$ cat src/rtl/pwm_tick_gen.sv
// Tick-driven PWM generator with a double-buffered period/duty configuration.
// New settings are taken over a valid/ready handshake and only take effect on a period boundary.
module pwm_tick_gen #(
    parameter int WIDTH      = 16,
    parameter int PERIOD_RST = 20000,
    parameter int DUTY_RST   = 1500
) (
    input  logic             clk_i,
    input  logic             reset_n,
    input  logic             tick_i,
    input  logic             enable_i,
    input  logic [WIDTH-1:0] period_i,
    input  logic [WIDTH-1:0] duty_i,
    input  logic             cfg_valid_i,
    output logic             cfg_ready_o,
    output logic             pwm_o,
    output logic             cycle_start_o,
    output logic             busy_o
);

    typedef enum logic [1:0] {IDLE, RUN, DRAIN} state_t;

    localparam logic [WIDTH-1:0] PERIOD_INIT = WIDTH'(PERIOD_RST);
    localparam logic [WIDTH-1:0] DUTY_INIT   = WIDTH'(DUTY_RST);
    localparam logic [WIDTH-1:0] PERIOD_MIN  = WIDTH'(2);
    localparam logic [WIDTH-1:0] ONE         = WIDTH'(1);

    state_t           state;
    logic [WIDTH-1:0] count;
    logic [WIDTH-1:0] period_act;
    logic [WIDTH-1:0] duty_act;
    logic [WIDTH-1:0] period_shd;
    logic [WIDTH-1:0] duty_shd;
    logic             pending;

    logic             accept;
    logic             boundary;
    logic             apply;
    logic [WIDTH-1:0] period_nxt;
    logic [WIDTH-1:0] duty_nxt;
    logic [WIDTH-1:0] count_inc;

    assign busy_o    = (state != IDLE);
    assign accept    = cfg_valid_i && cfg_ready_o;
    assign count_inc = count + ONE;

    always_comb begin
        // NOTE: every signal assigned here gets a default first, so no path can leave it unassigned and infer a latch.
        apply      = 1'b0;
        boundary   = tick_i && (count == period_act - ONE);
        period_nxt = period_act;
        duty_nxt   = duty_act;
        if (state == IDLE) begin
            apply = pending;
        end else if (boundary) begin
            apply = pending;
        end
        if (apply) begin
            period_nxt = (period_shd < PERIOD_MIN) ? PERIOD_MIN : period_shd;
            duty_nxt   = duty_shd;
        end
    end

    // NOTE: all state updates use non-blocking assignments so every flop samples pre-edge values.
    always_ff @(posedge clk_i or negedge reset_n) begin
        if (!reset_n) begin
            state         <= IDLE;
            count         <= '0;
            pwm_o         <= 1'b0;
            cycle_start_o <= 1'b0;
            cfg_ready_o   <= 1'b1;
            period_act    <= PERIOD_INIT;
            duty_act      <= DUTY_INIT;
            period_shd    <= '0;
            duty_shd      <= '0;
            pending       <= 1'b0;
        end else begin
            cycle_start_o <= 1'b0;

            if (apply) begin
                period_act <= period_nxt;
                duty_act   <= duty_nxt;
                pending    <= 1'b0;
            end
            if (accept) begin
                period_shd <= period_i;
                duty_shd   <= duty_i;
                pending    <= 1'b1;
            end
            // Ready stays low through the apply edge and rises on the following one.
            if (accept || apply) begin
                cfg_ready_o <= 1'b0;
            end else begin
                cfg_ready_o <= !pending;
            end

            case (state)
                IDLE: begin
                    if (enable_i) begin
                        state         <= RUN;
                        count         <= '0;
                        pwm_o         <= (duty_nxt != '0);
                        cycle_start_o <= 1'b1;
                    end
                end
                RUN, DRAIN: begin
                    // enable_i picks the mode for this edge, so a boundary with enable low ends the run.
                    state <= enable_i ? RUN : DRAIN;
                    if (tick_i) begin
                        if (boundary) begin
                            count <= '0;
                            if (enable_i) begin
                                pwm_o         <= (duty_nxt != '0);
                                cycle_start_o <= 1'b1;
                            end else begin
                                state <= IDLE;
                                pwm_o <= 1'b0;
                            end
                        end else begin
                            count <= count_inc;
                            pwm_o <= (count_inc < duty_act);
                        end
                    end
                end
                default: state <= IDLE;
            endcase
        end
    end

endmodule
$ cat config.mk
export PLATFORM = sky130hd
export DESIGN_NAME = pwm_tick_gen
export DESIGN_NICKNAME = d
export VERILOG_FILES = /design/src/rtl/pwm_tick_gen.sv
export SDC_FILE = /design/constraint.sdc
export NUM_CORES = 1
export LEC_CHECK = 0
export CAP_MARGIN = 20
export CORE_MARGIN = 2
export CORE_UTILIZATION = 49
export CTS_BUF_LIST = sky130_fd_sc_hd__clkbuf_4
export DETAILED_ROUTE_END_ITERATION = 8
export PLACE_DENSITY = 0.69
export SETUP_SLACK_MARGIN = 0.4
export SYNTH_ARGS = -nofsm -noshare
export SYNTH_HDL_FRONTEND = slang
export SYNTH_SLANG_ARGS = --single-unit
export TNS_END_PERCENT = 30
$ cat constraint.sdc
create_clock -name clk_i -period 4.45 [get_ports clk_i]
set_clock_uncertainty 0.2 [all_clocks]
set_input_delay 0.445 -clock clk_i [delete_from_list [all_inputs] [get_ports clk_i]]
set_output_delay 0.445 -clock clk_i [all_outputs]
set_load 0.05 [all_outputs]
-- After elaboration in Yosys (flattened, before gate mapping)
Index checks and enable logic that the tools add are counted.
- register bits: 86
- input bits: 37
- output and inout port bits: 4
- logic and storage cells: 56
- $add $sub $neg: 2
- magnitude comparators: 2
- equal/unequal tests: 5
- muxes and demuxes: 26
- reduce and logical (&&, ||, !) cells: 11
- operators with widths (operator ; number):
    2-to-1 mux 16 bit ; 5
    one-hot mux 16 bit (2 select lines) ; 1
    adder 16 x 1 -> 16 bit (second input constant) ; 1
    equality test 16 bit ; 1
    less-than comparator 16 bit ; 1
    less-than comparator 16 x 2 -> 1 bit (second input constant) ; 1
    nonzero test 16 bit ; 1
    subtractor 16 x 1 -> 16 bit (second input constant) ; 1
    2-to-1 mux 1 bit ; 12
    2-to-1 mux 2 bit ; 5
    nonzero test 2 bit ; 3
    != test 2 bit (second input constant) ; 2
    one-hot mux 1 bit (2 select lines) ; 2
    one-hot mux 2 bit (2 select lines) ; 1
    AND reduction 3 bit ; 1
    equality test 2 x 1 -> 1 bit (second input constant) ; 1
    equality test 2 bit (second input constant) ; 1
    logical AND 1 bit ; 2
    logical NOT 2 bit ; 1
    OR reduction 2 bit ; 1
    logical NOT 1 bit ; 1
    logical OR 1 bit ; 1

-- Logic depth before layout (Yosys ltp)
- depth after elaboration: 11
- depth in mapped cells: 14
- depth with buffers taken out: 13

-- Worst setup path after synthesis
OpenSTA, ideal clock, no wires.
- path kind: flip-flop to flip-flop
- start: reg period_act[0]
- end: reg duty_act[11]
- library setup time: 125 ps
- arrival time: 3087 ps
- data required time: 4125 ps
- setup slack: 1038 ps
- cell stages (with the launch flop): 13
- buffers on the path: 2
- period minus slack after synthesis: 3412 ps
- cells stage by stage: dfrtp_1 > inv_1 > ha_1 > or4b_1 > clkbuf_1 > or4b_1 > and4b_1 > a311o_1 > nand2_1 > nor2_4 > o21ai_4 > buf_6 > mux2_4
- longest elaborated chain between the ends: 6
- RTL lines (what ; RTL line ; source):
    start, declared ; 30 ; logic [WIDTH-1:0] period_act;
    start signal, assigned ; 81 ; period_act <= period_nxt;
    subtractor 16 x 1 -> 16 bit (*) ; 50 ; boundary = tick_i && (count == period_act - ONE);
    equality test 16 bit (*) ; 50 ;
    logical AND 1 bit (*) ; 50 ;
    2-to-1 mux 1 bit (*) ; 55 ; end else if (boundary) begin
    2-to-1 mux 1 bit (*) ; 53 ; if (state == IDLE) begin
    2-to-1 mux 16 bit ; 58 ; if (apply) begin
    end signal, assigned ; 82 ; duty_act <= duty_nxt;
    end, declared ; 31 ; logic [WIDTH-1:0] duty_act;
Every way passes the cells marked *; elsewhere a longest branch is shown, timed or not.
A chain may end at the register's enable or synchronous reset.

-- Final worst setup path
- start: reg period_act[0]
- end: reg duty_act[0]
The elaborated chain is that of the path after synthesis.

==> key figures <==
Outcome
  – Outcome: finished clean

Pwr
  – Leakage power: 2.459 nW
  – VDD IR max: 0.2796 mV
  – PD cells: between 600 and 700 mW/mm^2

Setup path
  – Worst setup path startpoint: period_act[0]$_DFFE_PN0N_
  – Crit path launch type: register
  – Critical path arrival: 3.84 ns
  – Critical R2R Launch: period_act[0]$_DFFE_PN0N_
  – Crit path max fanout: 16
  – Required time worst endpoint: 4.60 ns
  – Setup crit end kind: register
  – Kind of critical path: reg2reg
  – Reg2reg setup slack: 0.76 ns

Clocking
  – Total CTS buffers: 9
  – Root Buffer: clkbuf_4
  – Post-cts sizing count: 0
  – CTS Buffer Depth: 2
  – Clock latency on the worst-skew pair: 0.45 ns
  – TritonCTS clock tree: built
  – H-tree depth: 3
  – Clock-pin slew on the worst setup and hold paths: around 0.15 ns
  – CTS Sinks: 86

Global route
  – Initial antenna violation count: 0
  – Number of global-route vias before repair: between 3,000 and 4,000
  – Global-route usage over all layers: between 20% and 30%
  – Grt total ovfl: 0
  – First-pass GRT wire length: 16.13 mm
  – Largest net degree at the start of global routing: just under 90

Hold path
  – Hold WC Path Type: in2async

Logic synthesis
  – Post-Syn Nets: 485
  – Post-synth top area share: between 30% and 40%
  – Post-Syn Area: 0.004783 sq mm
  – Synthesis warning total: 0
  – Sequential share of the synthesized area: 45.33%
  – Top post-synthesis cells by count: dfrtp_1 (73), nand2_1 (35), mux2_2 (33)
  – Synth Area per Inst: 11.15 sq um
  – Top cells by area, synth: dfrtp_1 (38%), mux2_4 (8.8%), mux2_2 (7.8%)
  – Syn Inst Count: between 400 and 500
  – Synth Flop Type: dfrtp_1
  – Area leader, netlist: dfrtp_1
  – Post-synth EDFFs: 0
  – Netlist cell types: 54
  – FFs w/ async S/R, synth: between 90% and 100%
  – Synth Register Bits: 86
  – Most numerous cell in the Yosys netlist: dfrtp_1

Timing
  – Post-route clock period utilization: between 80 and 90%
  – Hold Vio Cnt, Final: 0
  – Setup_tns: 0 ns
  – Worst-margin pin slew: ~0.57 ns
  – Tmin final: 3.689 ns
  – Final Setup Violations: 0
  – Unrepaired setup endpoints after global routing: no
  – Fmax: 0.2711 GHz
  – Slew margin rel.: 61.66%
  – Final slew viol count: 0

Place
  – Dpl hpwl: 7.111 mm
  – PortBufs: 40
  – RePlAce Congestion: 0.8543
  – Area after DPL: 0.005290 sq mm

Floorplanning
  – Die Y: 102.8 um
  – Core area: 0.009639 sq mm
  – Num rows: 36
  – Initial cell density of the core: 49.62%
  – Die width: 102.8 um
  – Die area: between 0.01 and 0.015 sq mm
  – Num ports: 41

Routing
  – DRT iter0 DRCs: 272
  – Final ANT Viol Nets: 0
  – DRT Pass-1 Iters: 5
  – Drt wl/cell: 15.96 um
  – DR vias: 3,339
  – Vias per Instance: 5.510
  – WL final: 9.671 mm
  – DRC errors left: 0

Layout
  – Layout cells sized above 1: 22.20%
  – Nets: 524
  – Ant diodes: 0
  – Fillers: 883
  – Cell area after layout: 0.005470 sq mm
  – Area Overhead vs Synth: 14.36%

Flow run
  – Max-Cap Viols: 0
final cells by class:
| type | instances | area [sq um] | share of cell area (%) |
|---|---|---|---|
| clock inverter | 7 | 82.58 | 1.510 |
| inverter | 26 | 97.59 | 1.784 |
| tap | 133 | 166.4 | 3.042 |
| multi-input combinational | 298 | 2422 | 44.28 |
| timing repair buffer | 47 | 465.4 | 8.509 |
| clock buffer | 9 | 67.56 | 1.235 |
| sequential | 86 | 2168 | 39.64 |
through the flow:
stage | worst slack, ns | hold slack [ns] | util (%) | instances | power (mW)
floorplan | 1.038 | -0.05059 | - | 429 | 2.638
global placement | 0.8913 | 0.3047 | 54.88 | 588 | 2.984
detailed placement | 0.7792 | 0.3116 | 54.88 | 588 | 3.045
CTS | 0.7498 | 0.007595 | 56.44 | 604 | 3.524
global route | 0.5749 | 0.2842 | 56.75 | 606 | 3.760
finish | 0.7612 | 0.3062 | 56.75 | 606 | 3.502
placed cells by master, fill, tap and decap left out, types with 13 or more instances in the layout:
master / instances
xnor2_1: 15
xor2_1: 16
mux2_2: 33
dfrtp_1: 73
o21ai_0: 19
clkdlybuf4s50_1: 39
nor2_1: 15
inv_1: 26
nor4_1: 13
mux2_4: 28
nand2_1: 35
dfstp_2: 13
ha_1: 19
metal layers:
layer,vias to the layer above,part of all wire (%),track usage [%]
met5,-,0,0
met4,0,1.5,6.478
met3,11,3.4,4.542
met2,63,45,29.16
met1,1645,50,29.89
li1,1620,-,-
cell families after synthesis:
family                   count (synthesis)  share of synthesized area (%)
AO/OA/AOI/OAI                           65                          9.338
XOR/XNOR                                31                          5.676
adder cells (fa/ha/maj)                 19                          4.970
buffers and inverters                   45                          4.028
flip-flops                              86                          45.33
multiplexers                            65                          17.45
AND/OR/NAND/NOR                        118                          13.21
report_power, final:
group / total (mW) / leakage (nW) / internal [mW] / switching, mW
clock: 0.473 / 0.0747 / 0.179 / 0.294
sequential: 1.52 / 1.03 / 1.17 / 0.358
combinational: 1.50 / 1.35 / 0.810 / 0.695
final timing paths:
check | to | cells after the start
min reg2reg | duty_act[9]$_DFFE_PN0N_ | 1
min | duty_shd[2]$_DFFE_PN0P_ | 2
min in group clk_i | cfg_ready_o$_DFF_PN1_ | 2
max | duty_act[0]$_DFFE_PN0N_ | 11
max reg2reg | duty_act[0]$_DFFE_PN0N_ | 11
max in group asynchronous | period_act[5]$_DFFE_PN1N_ | 3
sequential cells by signal (all words and copies together) (netlist names):
signal	count
cfg_ready_o	1
count	16
cycle_start_o	1
duty_act	16
duty_shd	16
pending	1
period_act	16
period_shd	16
pwm_o	1
state	2
repair_timing:
item	CTS	global route
setup buffers	0	0
hold endpoints to repair	0	34
setup endpoints to repair	0	0
hold buffers	0	1
worst max-delay path, stage by stage (launching register included):
cell	delay, ns
dfrtp_1	0.44
inv_1	0.10
ha_1	0.21
or4b_1	0.55
or4b_1	0.54
and4b_1	0.22
a311o_1	0.29
nand2_1	0.16
nor2_4	0.07
o21ai_4	0.13
buf_4	0.31
mux2_1	0.35
Power figures use the tool's default switching activity.
==> variant (config.mk and constraints unchanged) <==
Re-encode `state_t` (3 states) as one-hot, 3 bits wide.
--- a/src/rtl/pwm_tick_gen.sv
+++ b/src/rtl/pwm_tick_gen.sv
@@ -20,3 +20,3 @@
 
-    typedef enum logic [1:0] {IDLE, RUN, DRAIN} state_t;
+    typedef enum logic [2:0] {IDLE = 3'b001, RUN = 3'b010, DRAIN = 3'b100} state_t;
 
Check against the original RTL: same outputs for any inputs over 10 cycles, from zero or initial values and one cycle with reset_n low; not proved beyond that.
==> variant against the original RTL <==
  * Hold slack got worse by 7.6 ps
  * Critical endpoint unchanged
  * Fmax hardly changed
  * Routed wire length rose by 6.3%
  * Power shrank 3.0%
  * Via count rose by 2.5%
  * Area after synthesis increased by 3.0%
  * Design area increased by 0.53%
  * Sequential cell count grew 1
  * Highest routed layer unchanged
  * Largest power group unchanged
  * Worst setup slack improved by 2.0 ps
  * First-iteration DRC count shrank 26%
==> variant: results (changes against the original RTL) <==
first-pass GRT wire length=17600 um (+9.2%); synthesized area per cell=11.5 um^2 (+3.3%); Worst slew margin=0.552 (-0.0646); vias in the first global route=3449 (+6.5%); dpl ws=787 ps (+8.10 ps); Total Wirelength=10300 um (+6.3%); Leakage Power=2.41 nW (-1.9%); synth cell count leaders=dfrtp_1, mux2_2, mux2_4, inv_1; FILL cells=871 (-1.4%); Critical Path AT=3830 ps (about the same); r2r setup slk=760 ps (about the same); gpl congestion=0.902 (+5.6%); dpl cells=578 (-1.7%); Total GRT Usage=0.202 (+0.000640); sequential fraction of the synthesis area=0.445 (-0.00802); Layout Nets=512 (-2.3%); vias per cell=5.74 (+4.3%); Syn Nets=482 (-0.62%); Final Non-Filler Cells=596 (-1.7%); Detail Placement HPWL=7640 um (+7.4%); 1st-iter DRT viols=202 (-26%); DRT Pass-1 Iters=4 (-1); Async SR Flop Fraction=1.00 (unchanged); share of cells above drive strength 1=0.227 (+0.00479); Synth area leaders=dfrtp_1, mux2_4, mux2_2; library cells used by synthesis=59 (+9.3%); status=finished clean
variant: cell types whose count changed after synthesis, sizes merged, moves of 4 or more:
cell / change
a22o: -5
buf: +4
and2: +4
and4: +5
a32o: +13
nand2: -20
o21ai: -9
o211ai: -4
nand3: +5
variant: final cells by class:
type	instances	area, um^2	share of cell area
clock buffers	9	67.6	0.0123
clock inverters	7	53.8	0.00978
inverters	25	93.8	0.0171
multi-input cells	290	2470	0.450
flip-flops and latches	87	2190	0.399
well taps	133	166	0.0303
repair buffers	45	450	0.0819
variant: power breakdown:
group          switching [mW]  leakage, nW  internal, mW
registers               0.371         1.04          1.18
clock network           0.299       0.0663         0.121
logic                   0.657         1.30         0.773
total                    1.33         2.41          2.07
variant: worst max-delay path by stage:
| stage | startpoint | to | slack (ps) | cells past startpoint |
|---|---|---|---|---|
| 2_1_floorplan | count[2] | pwm_o | 1150 | 14 |
| 5_1_grt | count[2] | pwm_o | 600 | 13 |
| 4_1_cts | period_act[0] | duty_act[0] | 770 | 10 |
| 3_5_place_dp | period_act[0] | duty_act[0] | 790 | 10 |
| 6_report | period_act[0] | duty_act[0] | 760 | 10 |
| 3_3_place_gp | period_act[0] | duty_act[0] | 840 | 10 |
variant: layer usage:
metal | track usage | share of wire | vias to the layer above
li1 | - | - | 1623
met4 | 0.0666 | 0.017 | 0
met2 | 0.319 | 0.47 | 76
met1 | 0.282 | 0.47 | 1708
met3 | 0.0326 | 0.042 | 17
met5 | 0 | 0 | -
variant: through the flow:
stage          hold WS (ps)  power (mW)  instance area (um^2)
6_report                299        3.40                  5500
5_1_grt                 294        3.63                  5500
4_1_cts                2.75        3.41                  5470
3_5_place_dp            301        2.99                  5350
3_3_place_gp            298        2.93                  5350
2_1_floorplan         -50.6        2.64                  4930
variant: worst register-to-register path, delay by kind of cell, from the launching register on:
| family | cells | cell delay [ps] |
|---|---|---|
| flip-flops | 1 | 440 |
| buffers and inverters | 1 | 90 |
| multiplexers | 1 | 440 |
| AO/OA/AOI/OAI | 2 | 630 |
| AND/OR/NAND/NOR | 5 | 1560 |
| adder cells (fa/ha/maj) | 1 | 240 |
variant: kinds of logic (layout without fill, tap and decap cells):
| group | count (synthesis) | in the layout | synth area share |
|---|---|---|---|
| and+or+nand+nor | 113 | 113 | 0.134 |
| DFF | 87 | 87 | 0.445 |
| muxes | 65 | 65 | 0.169 |
| AOI/OAI and AO/OA | 62 | 62 | 0.0972 |
| buffers and inverters | 51 | 86 | 0.0531 |
| xor gates and xnor gates | 33 | 33 | 0.0586 |
| adders and majority gates | 17 | 17 | 0.0432 |
